--- config.mk ---
export PLATFORM = sky130hd
export DESIGN_NAME = disp_scan_ctrl_flat
export DESIGN_NICKNAME = d
export VERILOG_FILES = /design/src/rtl/disp_scan_ctrl_if.sv /design/src/rtl/disp_scan_ctrl.sv /design/src/flat_wrapper.sv
export SDC_FILE = /design/constraint.sdc
export NUM_CORES = 1
export LEC_CHECK = 0
export ABC_CLOCK_PERIOD_IN_PS = 1900
export BUFFER_PORTS_ARGS = -buffer_cell sky130_fd_sc_hd__buf_2
export CORE_UTILIZATION = 55
export CTS_BUF_LIST = sky130_fd_sc_hd__clkbuf_8
export CTS_CLUSTER_DIAMETER = 150
export CTS_CLUSTER_SIZE = 24
export DETAILED_ROUTE_END_ITERATION = 10
export PLACE_DENSITY = 0.87
export SETUP_SLACK_MARGIN = 0.02
export SYNTH_ARGS = -nofsm -noshare
export SYNTH_HDL_FRONTEND = slang
export SYNTH_SLANG_ARGS = --single-unit
--- constraint.sdc ---
create_clock -name clk -period 1.9 [get_ports clk]
set_input_delay 0.095 -clock clk [delete_from_list [all_inputs] [get_ports clk]]
set_output_delay 0.095 -clock clk [all_outputs]
set_load 0.02 [all_outputs]
--- src/rtl/disp_scan_ctrl_if.sv ---
// ---------------------------------------------------------------------------
// disp_scan_ctrl_if
// Frame-load bus into the display scan controller.
//
// Handshake: a frame transfers on a rising clk edge where load_valid and
// load_ready are both 1. The producer holds load_digits/load_dp/load_en
// stable while load_valid is high. load_ready may drop without a transfer.
// load_valid may be withdrawn at any time without a transfer.
//
// Signals:
//   load_valid   producer offers a frame
//   load_ready   controller can accept a frame this cycle
//   load_digits  [3:0] digit 1 .. [15:12] digit 4
//   load_dp      decimal-point request, bit n-1 = digit n
//   load_en      digit enable mask, bit n-1 = digit n
// Modports: master = producer side, slave = controller side.
// ---------------------------------------------------------------------------
interface disp_scan_ctrl_if;
   logic        load_valid;
   logic        load_ready;
   logic [15:0] load_digits;
   logic [3:0]  load_dp;
   logic [3:0]  load_en;

   modport master (
      output load_valid,
      output load_digits,
      output load_dp,
      output load_en,
      input  load_ready
   );

   modport slave (
      input  load_valid,
      input  load_digits,
      input  load_dp,
      input  load_en,
      output load_ready
   );
endinterface

--- src/rtl/disp_scan_ctrl.sv ---
// ---------------------------------------------------------------------------
// disp_scan_ctrl
// Four-digit multiplexed display scanner with a double-buffered frame load.
// Each digit is held for SCAN_DIV clk cycles; digits are visited 1,2,3,4,1...
// A loaded frame waits in a shadow buffer and becomes the active frame at the
// next frame boundary (terminal count while digit 4 is shown).
//
// Ports:
//   clk         sole clock, rising edge
//   rst         asynchronous, active-high reset
//   load        frame-load bus (disp_scan_ctrl_if.slave)
//   showDigit   index of the digit being driven, 1..4
//   showNum     {dp, 1'b0, value} of that digit, 0 when the digit is disabled
//   frame_tick  one-cycle pulse after each frame boundary edge
// ---------------------------------------------------------------------------
module disp_scan_ctrl #(
   parameter int unsigned SCAN_DIV = 16384
) (
   input  logic             clk,
   input  logic             rst,
   disp_scan_ctrl_if.slave  load,
   output logic [3:0]       showDigit,
   output logic [5:0]       showNum,
   output logic             frame_tick
);

   localparam int unsigned PW = (SCAN_DIV > 2) ? $clog2(SCAN_DIV) : 1;
   localparam logic [PW-1:0] TC = PW'(SCAN_DIV - 1);

   logic [PW-1:0] presc_q, presc_d;
   logic [1:0]    idx_q, idx_d;          // 0-based digit index
   logic [15:0]   act_digits_q, act_digits_d;
   logic [3:0]    act_dp_q, act_dp_d;
   logic [3:0]    act_en_q, act_en_d;
   logic [15:0]   shd_digits_q, shd_digits_d;
   logic [3:0]    shd_dp_q, shd_dp_d;
   logic [3:0]    shd_en_q, shd_en_d;
   logic          pend_q, pend_d;
   logic [3:0]    show_digit_q, show_digit_d;
   logic [5:0]    show_num_q, show_num_d;
   logic          frame_tick_q, frame_tick_d;

   logic          tc;
   logic          boundary;
   logic          accept;
   logic [3:0]    sel_val;

   assign load.load_ready = ~pend_q;

   always_comb begin
      tc           = (presc_q == TC);
      boundary     = tc && (idx_q == 2'd3);
      accept       = load.load_valid && !pend_q;

      presc_d      = tc ? '0 : presc_q + 1'b1;
      idx_d        = tc ? idx_q + 2'd1 : idx_q;   // 3 -> 0 wraps naturally

      act_digits_d = act_digits_q;
      act_dp_d     = act_dp_q;
      act_en_d     = act_en_q;
      shd_digits_d = shd_digits_q;
      shd_dp_d     = shd_dp_q;
      shd_en_d     = shd_en_q;
      pend_d       = pend_q;

      // accept and swap are mutually exclusive: accept needs pend_q = 0,
      // a swap needs pend_q = 1.
      if (accept) begin
         shd_digits_d = load.load_digits;
         shd_dp_d     = load.load_dp;
         shd_en_d     = load.load_en;
         pend_d       = 1'b1;
      end
      if (boundary && pend_q) begin
         act_digits_d = shd_digits_q;
         act_dp_d     = shd_dp_q;
         act_en_d     = shd_en_q;
         pend_d       = 1'b0;
      end

      frame_tick_d = boundary;

      // Outputs are built from the next index and next active buffer so the
      // new digit (and a freshly swapped frame) appear on the same edge.
      show_digit_d = {2'b00, idx_d} + 4'd1;
      sel_val      = 4'd0;
      case (idx_d)
         2'd0:    sel_val = act_digits_d[3:0];
         2'd1:    sel_val = act_digits_d[7:4];
         2'd2:    sel_val = act_digits_d[11:8];
         default: sel_val = act_digits_d[15:12];
      endcase
      show_num_d   = act_en_d[idx_d] ? {act_dp_d[idx_d], 1'b0, sel_val} : 6'd0;
   end

   always_ff @(posedge clk or posedge rst) begin
      if (rst) begin
         presc_q      <= '0;
         idx_q        <= 2'd0;
         act_digits_q <= 16'd0;
         act_dp_q     <= 4'd0;
         act_en_q     <= 4'd0;
         shd_digits_q <= 16'd0;
         shd_dp_q     <= 4'd0;
         shd_en_q     <= 4'd0;
         pend_q       <= 1'b0;
         show_digit_q <= 4'd1;
         show_num_q   <= 6'd0;
         frame_tick_q <= 1'b0;
      end else begin
         presc_q      <= presc_d;
         idx_q        <= idx_d;
         act_digits_q <= act_digits_d;
         act_dp_q     <= act_dp_d;
         act_en_q     <= act_en_d;
         shd_digits_q <= shd_digits_d;
         shd_dp_q     <= shd_dp_d;
         shd_en_q     <= shd_en_d;
         pend_q       <= pend_d;
         show_digit_q <= show_digit_d;
         show_num_q   <= show_num_d;
         frame_tick_q <= frame_tick_d;
      end
   end

   assign showDigit  = show_digit_q;
   assign showNum    = show_num_q;
   assign frame_tick = frame_tick_q;

endmodule
--- src/flat_wrapper.sv ---
// flat-port wrapper written by rule: the top's interface ports become plain ports
module disp_scan_ctrl_flat 
#(
   parameter int unsigned SCAN_DIV = 16384
)
  (clk, rst, showDigit, showNum, frame_tick, load_load_valid, load_load_digits, load_load_dp, load_load_en, load_load_ready);
  disp_scan_ctrl_if load_i ();
  input  logic clk;
  input  logic rst;
  output logic [3:0] showDigit;
  output logic [5:0] showNum;
  output logic frame_tick;
  input wire logic [$bits(load_i.load_valid)-1:0] load_load_valid;
  input wire logic [$bits(load_i.load_digits)-1:0] load_load_digits;
  input wire logic [$bits(load_i.load_dp)-1:0] load_load_dp;
  input wire logic [$bits(load_i.load_en)-1:0] load_load_en;
  output wire logic [$bits(load_i.load_ready)-1:0] load_load_ready;
  assign load_i.load_valid = load_load_valid;
  assign load_i.load_digits = load_load_digits;
  assign load_i.load_dp = load_load_dp;
  assign load_i.load_en = load_load_en;
  assign load_load_ready = load_i.load_ready;
  disp_scan_ctrl #(.SCAN_DIV(SCAN_DIV)) u_core (.clk(clk), .rst(rst), .load(load_i), .showDigit(showDigit), .showNum(showNum), .frame_tick(frame_tick));
endmodule
==> results of run 1 <==
-- flip-flops by register name (all words and copies together) (netlist names) --
register and count:
u_core.pend_q 1, u_core.showNum 5, u_core.shd_digits_q 16, u_core.act_en_q 4, u_core.presc_q 14, u_core.idx_q 2
u_core.frame_tick 1, u_core.shd_dp_q 4, u_core.act_digits_q 16, u_core.shd_en_q 4, u_core.act_dp_q 4, u_core.showDigit 3
-- layer usage --
metal	vias to the layer above	track usage
met1	1432	0.3172
met2	120	0.4382
met3	33	0.05467
li1	1247	-
met4	2	0.1113
met5	-	0
-- synth_stat cells (4+ instances only) --
library cell  instances  area, µm²
nor2_1               23      86.33
buf_2                 4      20.02
clkbuf_1              7      26.28
o21ai_0               4      20.02
inv_1                14      52.55
nor3_1                7      35.03
mux2_4               19      285.3
xor2_1                9      78.83
buf_4                 4      30.03
o2bb2ai_1             6      52.55
o311a_1               6      60.06
and3_1                4      25.02
mux2i_1              15      150.1
dfrtp_1              73       1827
mux2_2               30      337.8
a21o_1                4      30.03
nand2_1               8      30.03
nand3_1               9      45.04
-- cells in the final DEF, fill, tap and decap left out, types with 3 or more instances in the layout --
cell and count:
nor3_1 5, buf_4 23, inv_1 14, buf_2 36
and3_1 4, nand2_1 8, clkbuf_8 10, nand3_1 8
xor2_1 9, o311a_1 6, a21o_1 4, buf_12 5
mux2_4 19, buf_6 10, mux2_2 30, mux2i_1 14
o21ai_0 4, dfrtp_1 72, a22oi_2 3, dlygate4sd3_1 26
xnor2_1 3, nor2_1 23, o2bb2ai_4 3, o2bb2ai_2 3
a21oi_1 3
-- power by group through the flow --
stage / logic, mW / clock network, mW / registers [mW]
final: 0.180 / 1.36 / 1.71
after global placement: 0.131 / 0 / 1.72
after detailed placement: 0.140 / 0 / 1.73
after global routing: 0.198 / 1.44 / 1.71
after CTS: 0.180 / 1.37 / 1.70
after floorplan: 0.0940 / 0 / 1.71
-- worst max-delay path, delay by kind of cell (launching register included) --
kind            cells  cell delay [ns]
buf+inv             4             0.59
compound gates      3             0.53
flops               1             0.42
simple gates        3             0.29
fa+ha+maj           1             0.17
-- worst paths after layout --
kind / startpoint / to / slack, ns / cells past startpoint
setup / recovery: u_core.presc_q[0] / u_core.showNum[0] / -0.23 / 11
hold / removal: rst / u_core.showDigit[2] / 0.39 / 4
setup reg to reg: u_core.presc_q[0] / u_core.showNum[0] / -0.23 / 11
hold reg to reg: u_core.presc_q[10] / u_core.presc_q[10] / 0.50 / 1
max in group asynchronous: rst / u_core.showDigit[0] / 1.19 / 4
min in group clk: u_core.presc_q[10] / u_core.presc_q[10] / 0.50 / 1
-- cells by family (layout without fill, tap and decap cells) --
| kind of cell | after synthesis | count (layout) | synth area share |
|---|---|---|---|
| flops | 74 | 74 | 0.5096 |
| simple gates | 68 | 68 | 0.1074 |
| mux | 64 | 64 | 0.2127 |
| compound gates | 42 | 42 | 0.09188 |
| buf+inv | 31 | 134 | 0.04164 |
| xor+xnor | 12 | 12 | 0.02891 |
| fa+ha+maj | 2 | 2 | 0.006881 |
| other cells | 1 | 2 | 0.001031 |
-- cell type report --
| class | count | share of cell area |
|---|---|---|
| clock buffers | 10 | 0.02783 |
| clock inverters | 6 | 0.01645 |
| inverters | 14 | 0.01139 |
| multi-input cells | 190 | 0.3636 |
| flip-flops and latches | 74 | 0.3750 |
| well taps | 77 | 0.01948 |
| repair buffers | 104 | 0.1862 |
-- repair_timing --
| item | in CTS | in global routing |
|---|---|---|
| setup endpoints to repair | 29 | 32 |
| buffers inserted | 6 | 4 |
| hold endpoints to repair | 98 | 0 |
| gates resized for setup | 14 | 21 |
| pin swaps | 6 | 9 |
| hold buffers | 26 | 0 |
| gates cloned | 3 | 2 |
-- through the flow --
| stage | setup TNS (ns) | setup slack (ns) | utilization | instance area, µm² |
|---|---|---|---|---|
| finish | -2.993 | -0.2286 | 0.7787 | 4945 |
| global route | -4.559 | -0.2767 | 0.7787 | 4945 |
| CTS | -0.4715 | -0.1054 | 0.7478 | 4748 |
| detailed placement | -0.4696 | -0.08803 | 0.6465 | 4105 |
| global placement | 0 | 0.004602 | 0.6465 | 4105 |
| floorplan | -1.922 | -0.1020 | - | 3661 |
==> flow_metrics.py, run 1 <==
metrics = {
    "clocking": {
        "clk_pin_slew_ns": 0.08,
        "tritoncts": "yes",
        "insertion_delay_ns": 0.35,
        "cts_num_sinks": 74,
        "cts_made_buffers": 9,
        "cts_buffer_depth": 2,
        "cts-root-buf": "clkbuf_8",
        "htreeDepth": 3,
    },
    "synthesis": {
        "ys_warn_count": 0,
        "yosys_register_bits": 74,
        "ys_async_sr_fraction": 1.000,
        "yosysSeqAreaShare": 0.5096,
        "synth_edf_count": 0,
        "ys_types": 50,
        "syn-instance-count": 294,
        "syn_avg_cell_area_um2": 12.37,
        "netlist_area_mm2": 0.003636,
        "ys.flop_type": "dfrtp_1",
    },
    "global_routing": {
        "gr-total-overflow": 0,
        "grt_pass1_wl_um": 13880,
        "grt_pass1_vias": 2881,
        "grt_max_degree": 75,
        "gr-usage-all-layers": 0.2575,
        "antenna_found_initial": 1,
    },
    "drt": {
        "wl_met2_um": 5018,
        "num_vias": 2834,
        "drc": 0,
        "wirelength_met1_um": 3997,
        "wl_per_cell_um": 20.92,
        "ant_nets": 0,
        "drt-total-wl_um": 9939,
        "dr.pass1.iters": 5,
        "vias_per_cell": 5.966,
        "met3WireLength_um": 524,
        "drt-initial-drc-count": 289,
        "top_layer": "met5",
    },
    "pwr": {
        "p_sw_mw": 0.7320,
        "total_power_mw": 3.250,
        "switching_share": 0.2252,
        "pwr-share-clk": 0.420,
        "power_leakage_nw": 2.393,
        "p_seq_frac": 0.525,
        "power.density_mw_per_mm2": 657.3,
        "p_comb_frac": 0.055,
        "vdd_ir_drop_max_mv": 0.6679,
        "p_int_mw": 2.518,
    },
    "flow_run": {
        "max_cap_violations": 0,
    },
    "floorplan": {
        "die-area_mm2": 0.006940,
        "rows": 29,
        "core_mm2": 0.006350,
        "die_w_um": 83.31,
        "io_pins": 39,
        "start_util": 0.5726,
        "fp.dieH_um": 83.31,
    },
    "setup_path": {
        "path_cells": "ha_4, nand4_4, buf_6, nor4_4, buf_6, buf_4, buf_6, nand2_1, o21ai_0, a21oi_1, a22o_1",
        "cpPeakStageDelay_ns": 0.42,
        "setup.worst_path.class": "reg -> reg",
        "cpMostUsedCell": "buf_6",
        "worstPathRequired_ns": 2.13,
        "worstSetupEndpointType": "flip-flop",
        "start_kind": "flip-flop",
        "path_max_fanout": 6,
        "cp.arrival_ns": 2.36,
        "crit_path_top_delay_cell": "dfrtp_1",
    },
    "sta": {
        "hold_violations": 0,
        "grt_setup_unrepaired": "true",
        "final.setup_skew_ns": 0.009288,
        "timing.fmax_mhz": 469.8,
        "setup_viol": 31,
        "drv_slew": 0,
        "period_share": 1.120,
        "setup_ws_ns": -0.2286,
        "period_minus_slack_ns": 2.129,
        "holdWs_ns": 0.3852,
    },
    "layout": {
        "fin_cells": 475,
        "diodes": 0,
        "syn2layout_area_growth_pct": 35.99,
        "fillers": 345,
        "regArea_mm2": 0.001854,
        "fin_nets": 422,
        "drive_above_1_share": 0.4397,
        "multi_input_area_mm2": 0.001798,
    },
    "status": {
        "status": "complete, but fails checks",
        "violations": "negative setup slack",
    },
    "placement": {
        "portBuffers": 36,
        "hpwlAfterDp_um": 4869,
        "dp.cells": 418,
        "gp_congestion": 0.8222,
    },
    "worst_hold_path": {
        "hold_class": "in -> async",
    },
}
Power figures use the tool's default switching activity.
==> run 2, diff against run 1 <==
--- a/config.mk
+++ b/config.mk
@@ -11,6 +11,7 @@
 export CTS_BUF_LIST = sky130_fd_sc_hd__clkbuf_8
 export CTS_CLUSTER_DIAMETER = 150
-export CTS_CLUSTER_SIZE = 24
+export CTS_CLUSTER_SIZE = 28
 export DETAILED_ROUTE_END_ITERATION = 10
+export GPL_TIMING_DRIVEN = 0
 export PLACE_DENSITY = 0.87
 export SETUP_SLACK_MARGIN = 0.02
==> constraint.sdc (replaced) <==
create_clock -name clk -period 1.9 [get_ports clk]
set_input_delay 0.38 -clock clk [delete_from_list [all_inputs] [get_ports clk]]
set_output_delay 0.38 -clock clk [all_outputs]
set_load 0.02 [all_outputs]
==> run 2 against run 1 <==
The run still ends with negative setup slack left. Count of clock-buffer cells in the layout stayed put. Largest cell class unchanged. Hold slack got worse by 0.19 ns. Non-clock buffer count decreased by 36. Global-route usage is 1.4 points lower. Via count down 8.0%. Clock skew down 0.0029 ns. Total power shrank 11%. Cell count shrank 7.6%.
==> flow_metrics.py, run 2 (synthesis gave the netlist of run 1 again) <==
metrics = {
    "drt": {
        "vias_per_cell": 5.936,
        "wirelength_met1_um": 3261,
        "top_layer": "met4",
        "drt-initial-drc-count": 159,
        "wl_per_cell_um": 18.59,
        "wl_met2_um": 4152,
        "drt-total-wl_um": 8163,
        "dr.pass1.iters": 4,
        "drc": 0,
        "num_vias": 2606,
        "met3WireLength_um": 462,
        "ant_nets": 0,
    },
    "sta": {
        "period_share": 1.102,
        "finalSetupTns_ns": -4.543,
        "final.setup_skew_ns": 0.006434,
        "grt_setup_unrepaired": "true",
        "setup_ws_ns": -0.1931,
        "slew_headroom": 0.4321,
        "timing_worst_slew_pin_value_ns": 0.8500,
        "timing.fmax_mhz": 477.8,
        "drv_slew": 0,
        "holdWs_ns": 0.1923,
        "period_minus_slack_ns": 2.093,
        "hold_violations": 0,
        "setup_viol": 32,
    },
    "layout": {
        "diodes": 0,
        "postLayoutCoreUtil": 0.6975,
        "top_regs": "u_core.act_digits_q (16), u_core.shd_digits_q (16), u_core.presc_q (14)",
        "fillers": 437,
        "drive_above_1_share": 0.4227,
        "syn2layout_area_growth_pct": 21.82,
        "stdcell_area_mm2": 0.004429,
        "fin_nets": 386,
        "final_cell_mix": "72 x dfrtp_1, 38 x buf_2, 30 x mux2_2",
        "fin_cells": 439,
        "mostFrequentLayoutCell": "dfrtp_1",
    },
    "clocking": {
        "clk_pin_slew_ns": 0.07,
        "cts_num_sinks": 74,
        "cts_hold_buf": 0,
        "cts_made_buffers": 9,
        "cts_buffer_depth": 2,
        "insertion_delay_ns": 0.35,
        "cts-root-buf": "clkbuf_8",
        "tritoncts": "yes",
        "htreeDepth": 3,
    },
    "setup_path": {
        "worstPathRequired_ns": 2.13,
        "ff2ff_setup_slack_ns": -0.19,
        "crit_path_top_delay_cell": "or3_4",
        "cp_num_buf_inv": 1,
        "start_kind": "flip-flop",
        "path_max_fanout": 10,
        "cpPeakStageDelay_ns": 0.46,
        "path_cells": "ha_4, nand4_4, or3_4, nor2_4, nand3_4, buf_12, mux2_4",
        "cp.arrival_ns": 2.32,
        "worstSetupEndpointType": "flip-flop",
        "setup.worst_path.class": "reg -> reg",
        "cp_top_family": "simple AND/OR/NAND/NOR gates",
    },
    "placement": {
        "dp.cells": 409,
        "portBuffers": 36,
        "gp_congestion": 0.8221,
        "dp_slack_ns": -0.3082,
        "hpwlAfterDp_um": 5202,
        "postPlaceCellArea_mm2": 0.003958,
    },
    "pwr": {
        "power_leakage_nw": 2.181,
        "total_power_mw": 2.893,
        "vdd_ir_drop_max_mv": 0.4716,
        "power.density_mw_per_mm2": 653.2,
    },
    "global_routing": {
        "antenna_found_initial": 0,
        "grt_pass1_wl_um": 13110,
        "gr-usage-all-layers": 0.2431,
        "gr-total-overflow": 0,
        "grt_pass1_vias": 2786,
        "grt_max_degree": 39,
    },
    "status": {
        "status": "complete, but fails checks",
        "violations": "negative setup slack",
    },
    "floorplan": {
        "core_mm2": 0.006350,
        "fp.dieH_um": 83.31,
        "start_util": 0.5726,
        "die_w_um": 83.31,
        "rows": 29,
        "die-area_mm2": 0.006940,
        "io_pins": 39,
    },
    "flow_run": {
        "max_cap_violations": 0,
    },
    "worst_hold_path": {
        "hold_class": "in -> async",
    },
}
[run 2: changes by cell type in the layout (fill, tap and decap cells not counted), moves of 3 or more]
cell / before / now
a22oi_1: 0 / 3
a22oi_2: 3 / 0
buf_4: 23 / 11
buf_6: 10 / 6
dlygate4sd3_1: 26 / 0
o2bb2ai_1: 0 / 3
o2bb2ai_4: 3 / 0
[run 2: path summary, 6_finish.rpt]
| kind | to | cells after the start | from |
|---|---|---|---|
| hold / removal | u_core.showDigit[2] | 2 | rst |
| setup reg to reg | u_core.act_en_q[3] | 7 | u_core.presc_q[1] |
| hold reg to reg | u_core.presc_q[10] | 1 | u_core.presc_q[10] |
| setup / recovery | u_core.act_en_q[3] | 7 | u_core.presc_q[1] |
| min in group clk | u_core.pend_q | 2 | load_load_valid |
| max in group asynchronous | u_core.act_digits_q[7] | 3 | rst |
[run 2: area by class of cell]
class / instances / area, µm² / share of cell area
Timing Repair Buffer: 51 / 354.1 / 0.07994
Clock buffer: 10 / 137.6 / 0.03107
Tap cell: 77 / 96.34 / 0.02175
Inverter: 14 / 56.30 / 0.01271
Sequential cell: 74 / 1854 / 0.4186
Buffer: 17 / 161.4 / 0.03644
Multi-Input combinational cell: 190 / 1743 / 0.3935
Clock inverter: 6 / 26.28 / 0.005932
[run 2: layer usage]
| layer | GRT usage | vias up |
|---|---|---|
| met5 | 0 | - |
| li1 | - | 1175 |
| met2 | 0.3979 | 105 |
| met4 | 0.1646 | 0 |
| met3 | 0.04672 | 27 |
| met1 | 0.2911 | 1299 |
[run 2: repair_timing]
action	in CTS	in global routing
endpoints found under the setup margin	55	54
gates resized for setup	23	18
buffers inserted	12	1
gates cloned	1	0
pin swaps	3	12
[run 2: where the power goes]
part           internal, mW  total, mW  leakage, nW  switching (mW)
Clock                 0.489       1.05       0.0996           0.557
Sequential             1.64       1.70        0.963          0.0635
Combinational        0.0792      0.142         1.12          0.0628
Total                  2.21       2.89         2.18           0.684
==> run 3, diff against run 2 <==
ABC_AREA = 1   (was unset)
CORE_UTILIZATION = 54   (was 55)
==> run 3 against run 2 <==
Clock power increased by 18%. Synthesized cell count increased by 19%. Register-to-register slack improved by 0.12 ns. Core utilization decreased by 1.7 points. The run still ends with negative setup slack left. Hold slack got worse by 0.17 ns. Count of clock-buffer cells in the layout increased by 1. Critical path depth increased by 5. Total power increased by 5.1%. Global-route usage increased by 0.63 points. Sequential share of layout area increased by 4.1 points.
==> flow_metrics.py, run 3 <==
metrics = {
    "synthesis": {
        "yosysMostFrequentCell": "nand2_1",
        "yosysSeqAreaShare": 0.5612,
        "ys.flop_type": "dfrtp_1",
        "netlist_area_mm2": 0.003302,
        "ys_warn_count": 0,
        "ys_types": 30,
        "yosys_register_bits": 74,
        "synthTopCellsByArea": "dfrtp_1 55%, nand2_1 8.5%, mux2_2 4.8%",
        "yosys-top-cells-count": "75 x nand2_1, 73 x dfrtp_1, 40 x inv_1",
        "syn-instance-count": 350,
        "synth_edf_count": 0,
        "yosys.area.top_type": "dfrtp_1",
        "ys_async_sr_fraction": 1.000,
        "yosysTopAreaCellShare": 0.5532,
        "syn_avg_cell_area_um2": 9.434,
    },
    "pwr": {
        "power.density_mw_per_mm2": 755.2,
        "total_power_mw": 3.042,
        "power_leakage_nw": 2.232,
        "vdd_ir_drop_max_mv": 0.5559,
    },
    "setup_path": {
        "worstPathRequired_ns": 2.17,
        "worstSetupEndpointType": "flip-flop",
        "start_kind": "flip-flop",
        "path_max_fanout": 5,
        "cp.arrival_ns": 2.24,
        "setup.worst_path.class": "reg -> reg",
    },
    "layout": {
        "top_regs": "u_core.act_digits_q (16), u_core.shd_digits_q (16), u_core.presc_q (14)",
        "diodes": 0,
        "fin_nets": 444,
        "drive_above_1_share": 0.3262,
        "mostFrequentLayoutCell": "dfrtp_1",
        "stdcell_area_mm2": 0.004028,
        "postLayoutCoreUtil": 0.6803,
        "final_cell_mix": "73 x dfrtp_1, 65 x nand2_1, 39 x inv_1",
        "syn2layout_area_growth_pct": 21.98,
        "fillers": 450,
    },
    "sta": {
        "final.setup_skew_ns": 0.004976,
        "period_minus_slack_ns": 1.976,
        "setup_viol": 5,
        "finalSetupTns_ns": -0.2709,
        "setup_ws_ns": -0.07552,
        "slew_headroom": 0.6553,
        "hold_violations": 0,
        "timing.fmax_mhz": 506.2,
        "drv_slew": 0,
        "period_share": 1.040,
        "grt_setup_unrepaired": "true",
        "timing_worst_slew_pin_value_ns": 0.5171,
    },
    "placement": {
        "postPlaceCellArea_mm2": 0.003623,
        "hpwlAfterDp_um": 4621,
        "gp_congestion": 0.7952,
        "portBuffers": 36,
    },
    "floorplan": {
        "die-area_mm2": 0.006431,
        "core_mm2": 0.005921,
        "die_w_um": 80.20,
        "io_pins": 39,
        "rows": 28,
        "start_util": 0.5577,
        "fp.dieH_um": 80.20,
    },
    "global_routing": {
        "grt_pass1_vias": 2638,
        "grt_pass1_wl_um": 11830,
        "antenna_found_initial": 0,
        "gr-usage-all-layers": 0.2493,
        "grt_max_degree": 32,
        "gr-total-overflow": 0,
    },
    "clocking": {
        "cts_made_buffers": 9,
        "htreeDepth": 3,
        "insertion_delay_ns": 0.35,
        "cts_buffer_depth": 2,
        "cts-root-buf": "clkbuf_8",
        "cts_num_sinks": 74,
        "clk_pin_slew_ns": 0.07,
        "tritoncts": "yes",
    },
    "drt": {
        "num_vias": 2559,
        "drt-total-wl_um": 7076,
        "vias_per_cell": 5.170,
        "dr.pass1.iters": 4,
        "drc": 0,
        "drt-initial-drc-count": 185,
        "wl_per_cell_um": 14.29,
        "ant_nets": 0,
    },
    "worst_hold_path": {
        "hold_class": "in -> async",
    },
    "flow_run": {
        "max_cap_violations": 0,
    },
    "status": {
        "violations": "negative setup slack",
        "status": "complete, but fails checks",
    },
}
-- run 3: changes by cell type after synthesis, sizes merged, moves of 11 or more --
cell | before | now
mux2i | 15 | 0
a21oi | 3 | 14
nor2 | 24 | 41
nand2 | 8 | 88
mux2 | 49 | 14
inv | 14 | 44
-- run 3: logic make-up after synthesis --
kind of cell | after synthesis | synth area share
multiplexers | 14 | 0.04774
buffers and inverters | 56 | 0.07048
adder cells (fa/ha/maj) | 2 | 0.007577
flip-flops | 74 | 0.5612
other | 1 | 0.001136
AO/OA/AOI/OAI | 26 | 0.04433
AND/OR/NAND/NOR | 172 | 0.2543
XOR/XNOR | 5 | 0.01327
-- run 3: final timing paths --
kind / endpoint / slack (ns) / depth (start not counted) / startpoint
hold reg to reg: u_core.act_digits_q[11] / 0.48 / 2 / u_core.act_digits_q[11]
setup / recovery: u_core.showNum[2] / -0.08 / 12 / u_core.presc_q[1]
hold / removal: u_core.presc_q[3] / 0.02 / 2 / rst
min in group clk: u_core.shd_digits_q[15] / 0.26 / 2 / load_load_digits[15]
setup reg to reg: u_core.showNum[2] / -0.08 / 12 / u_core.presc_q[1]
max in group asynchronous: u_core.act_en_q[3] / 1.20 / 4 / rst
-- run 3: what timing repair did --
item	CTS	global route
buffers inserted	12	2
pin swaps	9	9
endpoints found under the setup margin	5	7
resized for setup	16	12
hold buffers	0	0
cloned	1	0
-- run 3: layout make-up --
cell class / instances / area (µm²) / area share
Tap cell: 75 / 93.84 / 0.02330
Buffer: 12 / 77.57 / 0.01926
Clock inverter: 5 / 52.55 / 0.01305
Timing Repair Buffer: 53 / 356.6 / 0.08854
Inverter: 44 / 168.9 / 0.04194
Sequential cell: 74 / 1853 / 0.4601
Clock buffer: 11 / 151.4 / 0.03759
Multi-Input combinational cell: 221 / 1274 / 0.3162
-- run 3: stage by stage --
stage	setup WS [ns]	instances	hold slack (ns)
floorplan	0.1449	351	0.4311
global placement	-0.08564	462	0.4457
detailed placement	-0.1544	464	0.3990
CTS	-0.006322	493	0.02330
global route	-0.1959	495	0.05320
finish	-0.07552	495	0.02127
-- run 3: metal layers --
layer	part of all wire	global-route usage
met1	0.41	0.2955
met2	0.53	0.4256
met3	0.034	0.04205
met4	0.024	0.1464
met5	0	0
-- run 3: power breakdown --
group	total, mW	internal (mW)	switching [mW]
sequential	1.66	1.63	0.0267
combinational	0.138	0.0653	0.0729
clock	1.24	0.671	0.572
-- run 3: worst max-delay path, stage by stage (launching register included) --
cell	delay (ns)
dfrtp_1	0.36
ha_2	0.19
nand2_2	0.07
nor2_4	0.12
nand2_4	0.10
nor2_8	0.15
nand3_4	0.13
buf_8	0.17
buf_6	0.11
o21ai_2	0.16
or2_1	0.14
o21ai_1	0.06
nor2_1	0.13
